==> src/rtl/l2_mem_port_arbiter.sv <==
// l2_mem_port_arbiter: shares the L2 memory port between miss fills and write-backs.
// One transaction at a time; read priority with bounded write starvation and RAW ordering.
module l2_mem_port_arbiter #(
   parameter int ADDR_W     = 28,
   parameter int DATA_W     = 128,
   parameter int STARVE_MAX = 4,
   parameter int CNT_W      = 16
) (
   input  logic              clk,
   input  logic              reset,
   input  logic              rd_req,
   input  logic [ADDR_W-1:0] rd_addr,
   input  logic              rd_hazard,
   output logic              rd_ready,
   output logic [DATA_W-1:0] rd_rdata,
   input  logic              wb_req,
   input  logic [ADDR_W-1:0] wb_addr,
   input  logic [DATA_W-1:0] wb_wdata,
   input  logic              wb_full,
   output logic              wb_ack,
   output logic              mem_read,
   output logic              mem_write,
   output logic [ADDR_W-1:0] mem_addr,
   output logic [DATA_W-1:0] mem_wdata,
   input  logic [DATA_W-1:0] mem_rdata,
   input  logic              mem_ready,
   output logic [CNT_W-1:0]  rd_count,
   output logic [CNT_W-1:0]  wb_count
);

   typedef enum logic [1:0] {
      IDLE  = 2'd0,
      READ  = 2'd1,
      WRITE = 2'd2
   } state_t;

   localparam logic [3:0] STARVE_LIM = 4'(STARVE_MAX);

   state_t     state;
   logic [3:0] starve_cnt;
   logic       write_first;

   // A write jumps the queue when the FIFO is full, a pending read would
   // otherwise overtake a matching write-back, or reads have starved it.
   assign write_first = wb_req
                      & (wb_full
                         | (rd_req & rd_hazard)
                         | (starve_cnt == STARVE_LIM));

   // Completion pulses are combinational so the requester sees them
   // in the same cycle memory signals ready.
   assign rd_ready = (state == READ) & mem_ready;
   assign wb_ack   = (state == WRITE) & mem_ready;
   assign rd_rdata = mem_rdata;

   // Arbitration FSM with registered strobes, latched address/data and counters.
   always_ff @(posedge clk or posedge reset) begin
      if (reset) begin
         state      <= IDLE;
         mem_read   <= 1'b0;
         mem_write  <= 1'b0;
         mem_addr   <= '0;
         mem_wdata  <= '0;
         starve_cnt <= '0;
         rd_count   <= '0;
         wb_count   <= '0;
      end else begin
         unique case (state)
            IDLE: begin
               if (write_first) begin
                  state      <= WRITE;
                  mem_write  <= 1'b1;
                  mem_addr   <= wb_addr;
                  mem_wdata  <= wb_wdata;
                  starve_cnt <= '0;
               end else if (rd_req) begin
                  state    <= READ;
                  mem_read <= 1'b1;
                  mem_addr <= rd_addr;
                  if (!wb_req)
                     starve_cnt <= '0;
                  else if (starve_cnt != STARVE_LIM)
                     starve_cnt <= starve_cnt + 4'd1;
               end else if (wb_req) begin
                  state      <= WRITE;
                  mem_write  <= 1'b1;
                  mem_addr   <= wb_addr;
                  mem_wdata  <= wb_wdata;
                  starve_cnt <= '0;
               end else begin
                  starve_cnt <= '0;
               end
            end
            READ: begin
               if (mem_ready) begin
                  state    <= IDLE;
                  mem_read <= 1'b0;
                  rd_count <= rd_count + 1'b1;
               end
            end
            WRITE: begin
               if (mem_ready) begin
                  state     <= IDLE;
                  mem_write <= 1'b0;
                  wb_count  <= wb_count + 1'b1;
               end
            end
            default: begin
               state     <= IDLE;
               mem_read  <= 1'b0;
               mem_write <= 1'b0;
            end
         endcase
      end
   end

endmodule

==> config.mk <==
export PLATFORM = sky130hd
export DESIGN_NAME = l2_mem_port_arbiter
export DESIGN_NICKNAME = d
export VERILOG_FILES = /design/src/rtl/l2_mem_port_arbiter.sv
export SDC_FILE = /design/constraint.sdc
export NUM_CORES = 1
export LEC_CHECK = 0
export ABC_AREA = 1
export CORE_AREA = 2 2 250 252
export DETAILED_ROUTE_END_ITERATION = 12
export DIE_AREA = 0 0 252 254
export PLACE_DENSITY_LB_ADDON = 0.3
export SLEW_MARGIN = 40
export SYNTH_ARGS = -nofsm -noshare
export SYNTH_HDL_FRONTEND = slang
export SYNTH_SLANG_ARGS = --single-unit
==> constraint.sdc <==
create_clock -name clk -period 8.1 [get_ports clk]
set_input_delay 1.62 -clock clk [delete_from_list [all_inputs] [get_ports clk]]
set_output_delay 1.62 -clock clk [all_outputs]
set_load 0.05 [all_outputs]
## Word level (Yosys, flattened, before mapping)

Cells that the tools add are included.

- Register bits: 196
- Input port bits: 319

- Add/sub/neg operators: 3
- Eq/ne operators: 14
- Multiplexer cells: 23
- Bitwise gates (word level): 8
- Reduce and logical (&&, ||, !) cells: 12

Operators with widths:

| operator | number |
|---|---|
| 128-bit two-way mux | 3 |
| 28-bit two-way mux | 3 |
| 16-bit by 1-bit adder with 16-bit output, second input constant | 2 |
| 4-bit two-way mux | 4 |
| 2-bit AND reduction | 5 |
| 2-bit two-way mux | 4 |
| 2-bit inequality test, second input constant | 4 |
| 4-bit AND reduction | 2 |
| 1-bit two-way mux | 6 |
| 3-bit inequality test, second input constant | 2 |
| 1-bit one-hot mux with 3 select lines | 2 |
| 4-bit by 1-bit adder with 4-bit output, second input constant | 1 |
| 1-bit bitwise AND | 4 |
| 4-bit by 3-bit equality test with 1-bit output, second input constant | 1 |
| 2-bit by 1-bit inequality test with 1-bit output, second input constant | 2 |
| 4-bit by 2-bit inequality test with 1-bit output, second input constant | 1 |
| 4-bit by 3-bit inequality test with 1-bit output, second input constant | 1 |
| 4-bit inequality test, second input constant | 1 |
| 2-bit one-hot mux with 2 select lines | 1 |
| 3-bit AND reduction | 1 |
| 3-bit nonzero test | 1 |
| 2-bit by 1-bit equality test with 1-bit output, second input constant | 1 |
| 2-bit equality test, second input constant | 1 |
| 2-bit zero test | 1 |
| other kinds (4) | 6 |

## Longest topological paths before layout

- Word-level depth: 6
- Mapped depth: 11

## Worst setup path before layout

Ideal clock, no wire load.

- Path kind: input-to-output
- From: in mem_ready
- To: out rd_ready
- Arrival: 2.142 ns
- Setup slack: 4.338 ns
- Stages on the path: 2
- Cells stage by stage: nand2_1 > inv_1

- Cells in the longest elaborated chain, start to end: 1

Ends and longest elaborated chain:

| what | RTL line | source |
|---|---|---|
| start, declared | 26 | `input logic mem_ready,` |
| 1-bit bitwise AND | 52 | `assign rd_ready = (state == READ) & mem_ready;` |
| end, declared | 14 | `output logic rd_ready,` |

No other way between the ends.

## Worst setup path in the final report

- From: in mem_ready
- To: out wb_ack

- Cells in the longest elaborated chain, start to end: 1

Ends and longest elaborated chain:

| what | RTL line | source |
|---|---|---|
| 1-bit bitwise AND | 53 | `assign wb_ack = (state == WRITE) & mem_ready;` |
| end, declared | 20 | `output logic wb_ack,` |

No other way between the ends.

==> results.py <==
metrics = {
    "finish": {
        "nets": 1744,
        "fin_cells": 2219,
        "final_common_cell": "nand2_1",
        "final_cell_mix": "466 x nand2_1, 381 x clkdlybuf4s50_1, 196 x dfrtp_1, 142 x nand3_1, 59 x inv_1",
        "drive_gt1_frac": 0.03361,
        "areaGrowthSynthToFinish_pct": 42.17,
        "finalInstanceArea_um2": 13990,
    },
    "grt": {
        "track_usage": 0.1011,
        "grt_antenna_before_repair": 1,
        "gr-total-overflow": 0,
        "grt_pass1_vias": 8286,
        "grt_pass1_wl_um": 49070,
        "grt_max_degree": 96,
    },
    "floorplanning": {
        "die_w_um": 252,
        "num_rows": 91,
        "dieArea_um2": 64010,
        "initial_core_util": 0.1606,
        "ios": 639,
        "dieHeight_um": 254,
        "core_area_um2": 61260,
    },
    "placement": {
        "dp_hpwl_um": 22930,
        "place_inst": 2189,
        "dpl-instance-area_um2": 13380,
        "dp_slack_ps": 3061,
        "io_buffers": 382,
        "place.gp.congestion": 0.7246,
    },
    "worst_setup_path": {
        "slowest_delay_ps": 840,
        "end_kind": "output port",
        "critPathLaunchType": "primary input",
        "critPathSlowestCell": "clkdlybuf4s50_1",
        "r2r_setup_slack_ps": 4890,
        "crit_type": "primary input to output port",
        "crit_top_cell": "clkdlybuf4s50_1",
        "worstPathArrival_ps": 3390,
        "cp.required_ps": 6480,
        "path_max_fanout": 6,
        "worstPathCellList": "clkdlybuf4s50_1, nand2_1, inv_1, clkdlybuf4s50_1",
    },
    "yosys": {
        "synth_edf_count": 0,
        "syn-num-nets": 1524,
        "syn_area_per_cell_um2": 8.213,
        "synth.distinct_cells": 29,
        "synth_warnings": 0,
        "yosysSeqAreaShare": 0.4985,
        "netlist_area_um2": 9839,
        "syn-instance-count": 1198,
        "synth_flop_cell": "dfrtp_1",
        "synthArstFlopShare": 1.000,
        "synth-seq-cells": 196,
    },
    "routing": {
        "wl_um": 32540,
        "vias_per_cell": 3.768,
        "post_drt_wl_per_cell_um": 14.66,
        "antenna_left": 0,
        "drtPass1Iterations": 7,
        "drcViolationCount": 0,
        "num_vias": 8361,
        "drtIter0Drc": 530,
    },
    "timing": {
        "finalCriticalPeriod_ps": 5011,
        "report.final.setup_viol": 0,
        "worstMarginPinSlew_ps": 871.0,
        "timing.fmax_mhz": 199.5,
        "setup_ws_ps": 3089,
        "grt_setup_unrepaired": "false",
        "maxSlewViolCount": 0,
        "timing.final.crit_share": 0.6187,
        "slew_headroom": 0.4194,
        "fin_skew_ps": 29.60,
        "finalHoldViolations": 0,
        "setup-tns-final_ps": 0,
    },
    "flow_run": {
        "cap_violations": 0,
    },
    "pwr": {
        "total_leakage_power_nw": 6.464,
        "peakVddDrop_uv": 177.8,
        "power_density_nw_per_um2": 415.0,
    },
    "cts": {
        "cts_tree": "done",
        "clk_pin_slew_worst_paths_ps": 70,
        "clock_latency_ps": 490,
        "clock_path_buffers": 2,
        "cts_made_buffers": 17,
        "cts_max_level": 4,
        "cts_sinks": 196,
        "cts_setup_buffers": 0,
        "cts_resized": 0,
        "postCtsHoldBufs": 0,
        "root_buffer": "clkbuf_16",
    },
    "hold_path": {
        "hold_class": "flip-flop to flip-flop",
    },
    "status": {
        "outcome": "finished, final reports clean",
    },
}
## power by group
group	internal, mW	leakage, nW	switching [mW]
Combinational	0.998	3.72	2.28
Clock	0.492	0.282	0.418
Sequential	1.38	2.46	0.230
## cell type report
type | instances | area (um2)
antenna | 1 | 2.502
clock buffer | 19 | 442.9
clock inverter | 10 | 148.9
fill | 6680 | 47270
inverter | 62 | 240.2
multi-input combinational | 751 | 3364
sequential | 196 | 4905
tap | 790 | 988.4
timing repair buffer | 390 | 3896
## synth_stat cells, types with 2 or more instances
master	count	area (um2)
buf_4	142	1066
nor3_1	4	20.02
buf_1	3	11.26
nand4_1	4	25.02
ha_1	7	87.58
xnor2_1	12	105.1
nand3b_1	2	15.01
dfrtp_1	196	4905
inv_1	60	225.2
o21ai_1	9	45.04
a21oi_1	3	15.01
xor2_1	13	113.9
buf_6	14	157.7
inv_2	2	7.510
clkbuf_1	16	60.06
nor2_1	26	97.59
o21ai_0	53	265.3
clkbuf_2	2	10.01
buf_2	12	60.06
nand3_1	142	710.7
nand2_1	467	1753
o22ai_1	2	12.51
## kinds of logic after synthesis
group | after synthesis | share of synthesized area
buffers and inverters | 251 | 0.1624
and+or+nand+nor | 649 | 0.2698
AOI/OAI and AO/OA | 70 | 0.03815
xor gates and xnor gates | 25 | 0.02225
DFF | 196 | 0.4985
adders and majority gates | 7 | 0.008901
## routing by layer
| layer | routed length [um] | global-route usage |
|---|---|---|
| met2 | 15740 | 0.1656 |
| met5 | 0 | 0 |
| met1 | 13230 | 0.1146 |
| met4 | 1016 | 0.05038 |
| met3 | 2543 | 0.03954 |
## sequential cells by signal, indices dropped and copies added (netlist names)
register and count:
state 2, rd_count 16, mem_write 1, mem_read 1, starve_cnt 4, wb_count 16, mem_wdata 128, mem_addr 28
## final timing paths
check | endpoint | from | cells after the start
max in group asynchronous | mem_wdata[89] | reset | 3
worst min register to register | mem_wdata[50] | mem_wdata[50] | 2
min in group asynchronous | mem_wdata[55] | reset | 2
worst min-delay path | mem_wdata[50] | mem_wdata[50] | 2
worst max register to register | mem_addr[9] | state[0] | 9
worst max-delay path | wb_ack | mem_ready | 4
## worst max-delay path, delay by kind of cell
family / cells / cell delay, ps
and+or+nand+nor: 1 / 210
buffers and inverters: 3 / 1550
## stage by stage
stage               total power, mW  utilization  hold slack (ps)
floorplan                     3.936            -            453.0
global placement              4.946       0.2183            452.6
detailed placement            4.972       0.2185            457.0
CTS                           5.930       0.2282            475.4
global route                  6.174       0.2283            490.6
finish                        5.806       0.2284            469.3
(Power assumes the default switching activity.)
==> RTL change (config.mk and constraints unchanged) <==
Set the parameter `DATA_W` to 64 (it was 128).
--- a/src/rtl/l2_mem_port_arbiter.sv
+++ b/src/rtl/l2_mem_port_arbiter.sv
@@ -4,3 +4,3 @@
    parameter int ADDR_W     = 28,
-   parameter int DATA_W     = 128,
+   parameter int DATA_W     = 64,
    parameter int STARVE_MAX = 4,
Ports: changed (resized mem_rdata, mem_wdata, rd_rdata and wb_wdata); port bits go from 639 to 383. No check against the original RTL was run, so the function may have changed too.
==> RTL change against the unedited design <==
  * Area after synthesis shrank 31%
  * Sequential power shrank 34%
  * Maximum frequency grew 0.37%
  * Largest power group unchanged
  * Core utilization shrank 6.1 points
  * Global-route usage shrank 2.6 points
  * Critical path type unchanged
  * Wire length shrank 29%
  * Setup slack gained 0.018 ns
  * Cell area shrank 27%
  * Power shrank 33%
  * Clock power shrank 16%
  * Sequential cell count shrank 64
  * Combinational power shrank 36%
  * Die area is the same
==> RTL change: results (changes against the unedited design) <==
largest registers mem_wdata x64, mem_addr x28 (was mem_wdata x128, mem_addr x28); ANT cells 0 (was 1); first-pass GRT wire length 35500 um (was 49100 um); drt pass-1 iters 4 (was 7); final WL 23200 um (was 32500 um); final estimated routing congestion in global placement 0.728 (was 0.725); clk slew on worst S/H paths 0.06 ns; Least-Margin Pin Slew 0.644 ns (was 0.871 ns); vias in the first global route 6028 (was 8286); Post-synth ARST share 1.00 (unchanged); critical-path maximum fanout 8 (was 6); DRT iter0 DRCs 224 (was 530); post-synth net total 1056 (was 1524); Worst-Skew Late Latency 0.47 ns (was 0.49 ns); synth cell count leaders nand2_1, dfrtp_1, nand3_1 (was nand2_1, dfrtp_1, buf_4, nand3_1, inv_1); HPWL Detailed 16300 um (was 22900 um); Nets 1233 (was 1744); Synth area leaders dfrtp_1, nand2_1, buf_4 (unchanged); largest net degree at the start of global routing 65 (was 96); peak supply drop 0.000162 V (was 0.000178 V); Fill cells 6925 (was 6680); Buffers on Ports 254 (was 382); worst endpoint data arrival time 3.37 ns (was 3.39 ns); via/cell ratio 3.24 (was 3.77); Clock Skews 0.00818 ns (was 0.0296 ns); status complete, no violations (unchanged); global-route usage over all layers 0.0752 (was 0.101); initial antenna violation count 4 (was 1)
-- RTL change: cell count changes in the layout (fill, tap and decap cells not counted), sizes merged, moves of 2 or more --
cell	before	now
clkinv	2	4
clkinvlp	2	0
o21ai	62	67
nand3b	2	4
nand3	143	76
nand2	468	338
inv	65	67
dfrtp	196	132
clkdlybuf4s50	381	253
xnor2	12	9
bufinv	3	1
clkbuf	20	24
-- RTL change: layout make-up --
class | count | share of cell area
clock inverters | 5 | 0.00488
well taps | 790 | 0.0963
multi-input cells | 556 | 0.248
clock buffers | 24 | 0.0489
inverters | 67 | 0.0250
repair buffers | 261 | 0.255
flip-flops and latches | 132 | 0.322
-- RTL change: worst max-delay path: stages --
cell and delay, ns:
clkdlybuf4s50_1 0.61, nand2_2 0.17, inv_1 0.14, clkdlybuf4s50_1 0.83
-- RTL change: per-layer routing --
metal,global-route usage,vias up,share of wire
met1,0.0861,2753,0.43
met4,0.0367,8,0.026
met5,0,-,0.0021
met3,0.0396,41,0.096
met2,0.115,190,0.44
li1,-,2957,-
-- RTL change: cell families after synthesis --
group,count (synthesis),share of synthesized area
and+or+nand+nor,453,0.271
buffers and inverters,170,0.148
DFF,132,0.484
AOI/OAI and AO/OA,74,0.0564
xor gates and xnor gates,22,0.0282
adders and majority gates,7,0.0128
-- RTL change: path summary, 6_finish.rpt --
check | startpoint | end | slack, ns | cells after the start
worst min register to register | mem_wdata[59] | mem_wdata[59] | 0.47 | 2
min in group asynchronous | reset | mem_wdata[16] | 1.51 | 2
worst max-delay path | mem_ready | rd_ready | 3.11 | 4
max in group asynchronous | reset | mem_wdata[58] | 5.75 | 3
worst min-delay path | mem_wdata[59] | mem_wdata[59] | 0.47 | 2
worst max register to register | starve_cnt[0] | mem_wdata[57] | 6.01 | 8
-- RTL change: power by group --
| group | internal (W) | switching [W] |
|---|---|---|
| clock | 0.000454 | 0.000310 |
| sequential | 0.000910 | 0.000148 |
| combinational | 0.000638 | 0.00145 |
-- RTL change: per-stage QoR --
stage	hold WS [ns]	area (um^2)	cells	setup WS (ns)
2_1_floorplan	0.478	6830	858	2.95
3_3_place_gp	0.452	9670	1805	3.03
3_5_place_dp	0.461	9700	1806	3.04
4_1_cts	0.477	10300	1835	3.03
5_1_grt	0.493	10300	1835	3.00
6_report	0.469	10300	1835	3.11
